**src/rtl/snn_ff_pkg.sv**
```systemverilog
// Shared definitions for the FF-STDP datapath: default array geometry,
// sequencer state encoding and the post-neuron word-count derivation.
package snn_ff_pkg;

  localparam int unsigned INPUT_NEURON_DEF              = 784;
  localparam int unsigned OUTPUT_NEURON_DEF             = 256;
  localparam int unsigned POST_NEUR_PARALLEL_DEF        = 4;
  localparam int unsigned PRE_NEUR_ADDR_WIDTH_DEF       = 10;
  localparam int unsigned POST_NEUR_WORD_ADDR_WIDTH_DEF = 8;
  localparam int unsigned SYN_ARRAY_ADDR_WIDTH_DEF      = 16;

  localparam logic [2:0] ST_IDLE   = 3'd0;
  localparam logic [2:0] ST_FETCH  = 3'd1;
  localparam logic [2:0] ST_READ   = 3'd2;
  localparam logic [2:0] ST_WRITE  = 3'd3;
  localparam logic [2:0] ST_FINISH = 3'd4;

  typedef enum logic [2:0] {
    S_IDLE   = ST_IDLE,
    S_FETCH  = ST_FETCH,
    S_READ   = ST_READ,
    S_WRITE  = ST_WRITE,
    S_FINISH = ST_FINISH
  } seq_state_e;

  // Number of SRAM words per pre-neuron row.
  function automatic int unsigned words_f(input int unsigned out_n, input int unsigned par);
    return out_n / par;
  endfunction

endpackage

```
**src/rtl/syn_addr_counter.sv**
```systemverilog
// Nested pre/word counters for the row-major synaptic sweep; the flat
// address is kept as its own register since row-major order just increments.
module syn_addr_counter
  import snn_ff_pkg::*;
#(
  parameter int unsigned ROWS   = INPUT_NEURON_DEF,
  parameter int unsigned WORDS  = OUTPUT_NEURON_DEF / POST_NEUR_PARALLEL_DEF,
  parameter int unsigned PRE_W  = PRE_NEUR_ADDR_WIDTH_DEF,
  parameter int unsigned WORD_W = POST_NEUR_WORD_ADDR_WIDTH_DEF,
  parameter int unsigned ADDR_W = SYN_ARRAY_ADDR_WIDTH_DEF
) (
  input  logic              clk_i,
  input  logic              rst_i,
  input  logic              clr_i,
  input  logic              inc_i,
  output logic [PRE_W-1:0]  pre_idx_o,
  output logic [WORD_W-1:0] word_idx_o,
  output logic [ADDR_W-1:0] addr_o,
  output logic              last_o
);

  logic [PRE_W-1:0]  pre_q;
  logic [WORD_W-1:0] word_q;
  logic [ADDR_W-1:0] addr_q;

  always_ff @(posedge clk_i) begin
    if (rst_i || clr_i) begin
      pre_q  <= '0;
      word_q <= '0;
      addr_q <= '0;
    end else if (inc_i) begin
      addr_q <= addr_q + ADDR_W'(1);
      if (word_q == WORD_W'(WORDS - 1)) begin
        word_q <= '0;
        pre_q  <= pre_q + PRE_W'(1);
      end else begin
        word_q <= word_q + WORD_W'(1);
      end
    end
  end

  assign pre_idx_o  = pre_q;
  assign word_idx_o = word_q;
  assign addr_o     = addr_q;
  assign last_o     = (pre_q == PRE_W'(ROWS - 1)) && (word_q == WORD_W'(WORDS - 1));

endmodule

```
**src/rtl/synaptic_update_sequencer.sv**
```systemverilog
// Sequences one FF-STDP training sweep: FETCH spike counts, READ weight and
// gradient words, WRITE the updated words, for every (pre, post word) pair.
module synaptic_update_sequencer
  import snn_ff_pkg::*;
#(
  parameter int unsigned INPUT_NEURON              = INPUT_NEURON_DEF,
  parameter int unsigned OUTPUT_NEURON             = OUTPUT_NEURON_DEF,
  parameter int unsigned POST_NEUR_PARALLEL        = POST_NEUR_PARALLEL_DEF,
  parameter int unsigned PRE_NEUR_ADDR_WIDTH       = PRE_NEUR_ADDR_WIDTH_DEF,
  parameter int unsigned POST_NEUR_WORD_ADDR_WIDTH = POST_NEUR_WORD_ADDR_WIDTH_DEF,
  parameter int unsigned SYN_ARRAY_ADDR_WIDTH      = SYN_ARRAY_ADDR_WIDTH_DEF
) (
  input  logic                                 CLK,
  input  logic                                 RST,
  input  logic                                 START,
  input  logic                                 IS_TRAIN,
  output logic                                 BUSY,
  output logic                                 DONE,
  output logic                                 CTRL_PRE_NEUR_CS,
  output logic [PRE_NEUR_ADDR_WIDTH-1:0]       CTRL_PRE_NEUR_ADDR,
  output logic                                 CTRL_POST_NEUR_CS,
  output logic [POST_NEUR_WORD_ADDR_WIDTH-1:0] CTRL_POST_NEUR_WORD_ADDR,
  output logic                                 CTRL_SYNARRAY_CS,
  output logic                                 CTRL_SYNARRAY_WE,
  output logic [SYN_ARRAY_ADDR_WIDTH-1:0]      CTRL_SYNARRAY_ADDR,
  output logic                                 CTRL_GRAD_ARRAY_CS,
  output logic                                 CTRL_GRAD_ARRAY_WE,
  output logic                                 CTRL_TREF_EVENT
);

  localparam int unsigned WORDS = words_f(OUTPUT_NEURON, POST_NEUR_PARALLEL);

  seq_state_e state_q;
  logic busy_q, done_q, neur_cs_q, arr_cs_q, arr_we_q;
  logic cnt_clr, cnt_inc, cnt_last;

  assign cnt_clr = (state_q == S_IDLE) && START && IS_TRAIN;
  assign cnt_inc = (state_q == S_WRITE) && !cnt_last;

  syn_addr_counter #(
    .ROWS   (INPUT_NEURON),
    .WORDS  (WORDS),
    .PRE_W  (PRE_NEUR_ADDR_WIDTH),
    .WORD_W (POST_NEUR_WORD_ADDR_WIDTH),
    .ADDR_W (SYN_ARRAY_ADDR_WIDTH)
  ) u_cnt (
    .clk_i      (CLK),
    .rst_i      (RST),
    .clr_i      (cnt_clr),
    .inc_i      (cnt_inc),
    .pre_idx_o  (CTRL_PRE_NEUR_ADDR),
    .word_idx_o (CTRL_POST_NEUR_WORD_ADDR),
    .addr_o     (CTRL_SYNARRAY_ADDR),
    .last_o     (cnt_last)
  );

  // Outputs are loaded together with the state they belong to.
  always_ff @(posedge CLK) begin
    if (RST) begin
      state_q   <= S_IDLE;
      busy_q    <= 1'b0;
      done_q    <= 1'b0;
      neur_cs_q <= 1'b0;
      arr_cs_q  <= 1'b0;
      arr_we_q  <= 1'b0;
    end else begin
      busy_q    <= 1'b0;
      done_q    <= 1'b0;
      neur_cs_q <= 1'b0;
      arr_cs_q  <= 1'b0;
      arr_we_q  <= 1'b0;
      case (state_q)
        S_IDLE: begin
          if (START && IS_TRAIN) begin
            state_q   <= S_FETCH;
            busy_q    <= 1'b1;
            neur_cs_q <= 1'b1;
          end
        end
        S_FETCH: begin
          state_q  <= S_READ;
          busy_q   <= 1'b1;
          arr_cs_q <= 1'b1;
        end
        S_READ: begin
          state_q  <= S_WRITE;
          busy_q   <= 1'b1;
          arr_cs_q <= 1'b1;
          arr_we_q <= 1'b1;
        end
        S_WRITE: begin
          if (cnt_last) begin
            state_q <= S_FINISH;
            done_q  <= 1'b1;
          end else begin
            state_q   <= S_FETCH;
            busy_q    <= 1'b1;
            neur_cs_q <= 1'b1;
          end
        end
        S_FINISH: state_q <= S_IDLE;
        default:  state_q <= S_IDLE;
      endcase
    end
  end

  assign BUSY               = busy_q;
  assign DONE               = done_q;
  assign CTRL_PRE_NEUR_CS   = neur_cs_q;
  assign CTRL_POST_NEUR_CS  = neur_cs_q;
  assign CTRL_SYNARRAY_CS   = arr_cs_q;
  assign CTRL_SYNARRAY_WE   = arr_we_q;
  assign CTRL_GRAD_ARRAY_CS = arr_cs_q;
  assign CTRL_GRAD_ARRAY_WE = arr_we_q;
  assign CTRL_TREF_EVENT    = arr_we_q;

endmodule

```
**config.mk**
```make
export PLATFORM = sky130hd
export DESIGN_NAME = synaptic_update_sequencer
export DESIGN_NICKNAME = d
export VERILOG_FILES = /design/src/rtl/snn_ff_pkg.sv /design/src/rtl/syn_addr_counter.sv /design/src/rtl/synaptic_update_sequencer.sv
export SDC_FILE = /design/constraint.sdc
export NUM_CORES = 1
export LEC_CHECK = 0
export CAP_MARGIN = 20
export CORE_MARGIN = 2
export CORE_UTILIZATION = 52
export DETAILED_ROUTE_END_ITERATION = 10
export GPL_ROUTABILITY_DRIVEN = 0
export PLACE_DENSITY_LB_ADDON = 0.15
export SYNTH_ARGS = -nofsm -noshare
export SYNTH_HDL_FRONTEND = slang
export SYNTH_HIERARCHICAL = 1
export SYNTH_SLANG_ARGS = --single-unit
```
**constraint.sdc**
```tcl
create_clock -name CLK -period 6.53 [get_ports CLK]
set_input_delay 1.306 -clock CLK [delete_from_list [all_inputs] [get_ports CLK]]
set_output_delay 1.306 -clock CLK [all_outputs]
set_load 0.01 [all_outputs]
```
* Yosys cells after proc, flatten, opt, wreduce, memory -nomap -nowiden
Cells that the tools add are included.
Storage, ports and cells: bits in registers 42, bits of input ports 4, output and inout port bits 43, logic and storage cells 41
Operators by class: add/subtract/negate cells 3, eq/ne operators 6, multiplexer cells 11, bitwise gates (word level) 1, reductions and logical operators 11
Operator list (number):
- 16-bit by 1-bit adder with 16-bit output (second input constant) | 1
- 3-bit case mux with 4 select lines | 1
- 10-bit by 1-bit adder with 10-bit output (second input constant) | 1
- 10-bit == test (second input constant) | 1
- 8-bit by 1-bit adder with 8-bit output (second input constant) | 1
- 8-bit by 6-bit == test with 1-bit output (second input constant) | 1
- 8-bit 2-to-1 mux | 1
- 3-bit by 2-bit == test with 1-bit output (second input constant) | 2
- 3-bit 2-to-1 mux | 2
- 1-bit logical AND | 5
- 1-bit 2-to-1 mux | 5
- 2-bit OR reduction | 2
- 3-bit by 1-bit == test with 1-bit output (second input constant) | 1
- 3-bit logical NOT | 1
- 1-bit case mux with 3 select lines | 1
- 2-bit by 1-bit != test with 1-bit output (second input constant) | 1
- 1-bit case mux with 2 select lines | 1
- 2-bit AND reduction | 1
- 1-bit logical NOT | 1
- 1-bit logical OR | 1
- 1-bit NOT | 1

* Longest topological paths before layout
word-level depth 5, mapped depth 10, gate-level depth less buffers 9

* Hierarchy
Netlist, hierarchy kept.
By module, submodules not included:
- syn_addr_counter | instances 1, cells each 180, area an instance 1579.0 µm², seq. area each 680.7 µm²
- synaptic_update_sequencer | instances 1, cells each 34, area an instance 337.8 µm², seq. area each 160.2 µm²

* Worst setup path after synthesis
Ideal clock, no wire load.
path type register to register, from reg u_cnt.word_q[0] (netlist: u_cnt/word_idx_o[0]), to reg u_cnt.addr_q[12] (netlist: u_cnt/addr_o[12]), setup time 0.128 ns, arrival time 2.295 ns, data required time 6.402 ns, path slack 4.108 ns, cell stages (with the launch flop) 11, buffers on the path 1, period minus slack after synthesis 2.422 ns, cells stage by stage dfxtp_1 -> ha_1 -> nand3_1 -> or2_2 -> nor4_1 -> nor3_1 -> and4_1 -> buf_4 -> nand4_1 -> xor2_1 -> nor2_1
Between the ends: cells in the longest elaborated chain, start to end 4
Ends and longest elaborated chain:
- from (decl) | RTL line syn_addr_counter.sv:23 | logic [WORD_W-1:0] word_q;
- from (signal assigned) | RTL line syn_addr_counter.sv:37 | word_q <= word_q + WORD_W'(1);
- 8-bit by 6-bit == test with 1-bit output | RTL line syn_addr_counter.sv:45 | assign last_o = (pre_q == PRE_W'(ROWS - 1)) && (word_q == WORD_W'(WORDS - 1));
- 1-bit logical AND | RTL line syn_addr_counter.sv:45
- net cnt_last | RTL line synaptic_update_sequencer.sv:35 | logic cnt_clr, cnt_inc, cnt_last;
- 1-bit logical NOT | RTL line synaptic_update_sequencer.sv:38 | assign cnt_inc = (state_q == S_WRITE) && !cnt_last;
- 1-bit logical AND | RTL line synaptic_update_sequencer.sv:38
- net cnt_inc | RTL line synaptic_update_sequencer.sv:35
- to (signal assigned) | RTL line syn_addr_counter.sv:32 | addr_q <= addr_q + ADDR_W'(1);
- to (decl) | RTL line syn_addr_counter.sv:24 | logic [ADDR_W-1:0] addr_q;
The timed path passes the listed nets, and every way through them passes these cells. A chain may end at the register's enable or synchronous reset.

* Final worst setup path
from reg u_cnt.word_q[4] (netlist: u_cnt/word_idx_o[4]), to reg u_cnt.addr_q[12] (netlist: u_cnt/addr_o[12])
Same word-level chain as after synthesis.

==> flow_summary.json <==
{
  "dp.cells": 294,
  "cp-startpoint": "u_cnt/word_idx_o[4]",
  "fin_util_pct": 67.9,
  "cts_hold_buffers": 0,
  "grt_max_degree": 34,
  "initial_core_util_pct": 53.2,
  "post_cts_buffers": 0,
  "drc": 0,
  "peakVddDrop_mv": 0.109,
  "synth_fp_nets": 221,
  "syn_inst": 214,
  "cp_top_family": "simple AND/OR/NAND/NOR gates",
  "startpoint_type": "flip-flop",
  "die-area_um2": 4190,
  "drt-total-wl_um": 3850,
  "cts_max_level": 2,
  "outcome": "complete, no violations",
  "clock-sinks": 42,
  "async_reset_ff_share_pct": 0,
  "cts_buffers": 5,
  "drive_above_1_share_pct": 6.30,
  "vias": 1635,
  "intPower_uw": 359,
  "crit_type": "reg2reg",
  "setup_viol": 0,
  "cts.clk_slew.worst_paths_ps": 70,
  "synth_edf_count": 0,
  "timing.rr.start": "u_cnt/word_idx_o[4]",
  "slowest_stage": "nor4_1",
  "clock-root-buffer": "clkbuf_8",
  "synth_seq_cells": 42,
  "seq_power_share_pct": 57.2,
  "p_leak_nw": 0.864,
  "cts_tree": "yes",
  "critical_path.max_stage_delay_ps": 630,
  "cp_max_fo": 14,
  "viasPerCell": 5.41,
  "crit_buf_inv": 0,
  "power_density_nw_per_um2": 188,
  "critical_path_arrival_ps": 3210,
  "post-route-period-util_pct": 46.8,
  "fin_tns_setup_ps": 0,
  "seq_area_frac_synth_pct": 43.9,
  "final_cells": 302,
  "grt_use_total_pct": 19.4,
  "netlist_area_um2": 1920,
  "hold_class": "reg2reg",
  "hold_viol_final": 0,
  "worstHoldStart": "u_cnt/addr_o[14]",
  "syn_to_final_growth_pct": 27.8,
  "fin_crit_ps": 3050,
  "power_frac_clock_pct": 36.6,
  "fp.dieH_um": 64.7,
  "final_max_slew_viol_count": 0,
  "syn_area_per_cell_um2": 8.96,
  "grt_pass1_vias": 1440,
  "max_freq_mhz": 327,
  "synth_top_area_share_pct": 43.9,
  "firstDrtPassIters": 5,
  "crit_path_cell_trace": "nand4bb_1 -> or2_2 -> nor4_1 -> nor3_2 -> and4_1 -> nand4_1 -> xor2_1 -> nor2_1",
  "ios": 47,
  "maxCapViolations": 0,
  "fin_worst_skew_ps": 4.09,
  "antenna_found_initial": 0,
  "ys_top_cells_by_area": "dfxtp_1 (44%), nor2_1 (6.7%), xnor2_1 (6.4%)",
  "synth.distinct_cells": 37,
  "swShare_pct": 22.1,
  "drtIter0Drc": 115,
  "tightestPinTransition_ps": 958,
  "synth_top_area_cell": "dfxtp_1",
  "yosysWarnings": 6,
  "wl_per_cell_um": 12.7,
  "final_nets": 260,
  "clk_latency_ps": 290,
  "diodes": 0,
  "endpoint_kind": "flip-flop",
  "rows": 22,
  "cts_resized": 0,
  "worstPathRequired_ps": 6690,
  "fillCellCount": 307,
  "ys.flop_type": "dfxtp_1",
  "pwr-share-comb_pct": 6.1,
  "p_sw_uw": 102,
  "ant_nets": 0,
  "maxSlewHeadroom_pct": 35.8,
  "rsz0062_at_grt": "no",
  "design.core.area_um2": 3610,
  "clockBufferDepth": 2,
  "grt_overflow_total": 0,
  "grt_pass1_wl_um": 6310,
  "io_buffers": 46,
  "dp_hpwl_um": 2660,
  "fp.dieW_um": 64.7
}
==> cells in the final DEF, fill, tap and decap left out, types with 4 or more instances in the layout <==
cell	netlist	final
nor2_1	34	34
xor2_1	11	11
clkbuf_8	0	6
nand2_1	16	16
clkdlybuf4s50_1	0	46
nor4_1	4	4
dfxtp_1	42	42
and3_1	4	4
nand3_1	11	11
nand4_1	9	9
xnor2_1	14	14
nor3_1	10	9
a21oi_1	7	7
==> cell usage after synthesis (4+ instances only) <==
cell       n
xor2_1    11
nor3_1    10
nand4_1    9
clkbuf_1   4
and3_1     4
nand3_1   11
nor2_1    34
a21oi_1    7
buf_4      5
xnor2_1   14
nor4_1     4
nand2_1   16
dfxtp_1   42
buf_2      4
==> flip-flops by register name (all words and copies together), names as in the netlist <==
name,cells
u_cnt/word_idx_o,8
CTRL_GRAD_ARRAY_WE,1
state_q,3
CTRL_POST_NEUR_CS,1
CTRL_GRAD_ARRAY_CS,1
BUSY,1
u_cnt/pre_idx_o,10
DONE,1
u_cnt/addr_o,16
==> kinds of logic after synthesis <==
family / count (synthesis) / synth area share, %
compound gates: 17 / 5.68
xor+xnor: 25 / 11.4
fa+ha+maj: 3 / 1.96
buf+inv: 15 / 4.57
flops: 42 / 43.9
mux: 3 / 1.57
simple gates: 109 / 30.9
==> power groups by stage <==
stage               Combinational, mW  Sequential [mW]  Clock [mW]
floorplan                      0.0210            0.268           0
global placement               0.0284            0.269           0
detailed placement             0.0284            0.270           0
CTS                            0.0285            0.263       0.176
global route                   0.0310            0.264       0.186
finish                         0.0283            0.263       0.169
==> worst reg2reg max path, stage by stage, from the launching register on <==
cell	delay, ps
dfxtp_1	420
nand4bb_1	420
or2_2	460
nor4_1	630
nor3_2	310
and4_1	340
nand4_1	140
xor2_1	150
nor2_1	50
==> area by class of cell <==
class / count / area, um2 / area share (%)
well taps: 48 / 60.1 / 2.45
multi-input cells: 157 / 993 / 40.6
repair buffers: 46 / 460 / 18.8
clock inverters: 1 / 5.00 / 0.204
clock buffers: 7 / 86.3 / 3.52
flip-flops and latches: 42 / 841 / 34.3
inverters: 1 / 3.75 / 0.153
==> final timing paths <==
path | cells past startpoint | end | slack (ps)
worst max-delay path | 8 | u_cnt/addr_o[12] | 3480
worst min-delay path | 2 | u_cnt/addr_o[14] | 510
worst max register to register | 8 | u_cnt/addr_o[12] | 3480
worst min register to register | 2 | u_cnt/addr_o[14] | 510
==> stage by stage <==
| step | hold slack [ps] | setup WS (ps) | cell area, um2 | power, mW |
|---|---|---|---|---|
| finish | 514 | 3480 | 2450 | 0.460 |
| global route | 575 | 3200 | 2450 | 0.481 |
| CTS | 513 | 3500 | 2450 | 0.468 |
| detailed placement | 502 | 3390 | 2360 | 0.298 |
| global placement | 499 | 3430 | 2360 | 0.298 |
| floorplan | 515 | 4110 | 1920 | 0.289 |
==> metal layers <==
| layer | wire, um | vias to the layer above | part of all wire (%) | track usage [%] |
|---|---|---|---|---|
| met5 | 0 | - | 0 | 0 |
| met4 | 58 | 0 | 1.5 | 9.04 |
| met3 | 174 | 4 | 4.5 | 5.38 |
| met2 | 1800 | 49 | 47 | 30.5 |
| met1 | 1810 | 761 | 47 | 24.5 |
| li1 | - | 821 | - | - |
Power figures use the tool's default switching activity.
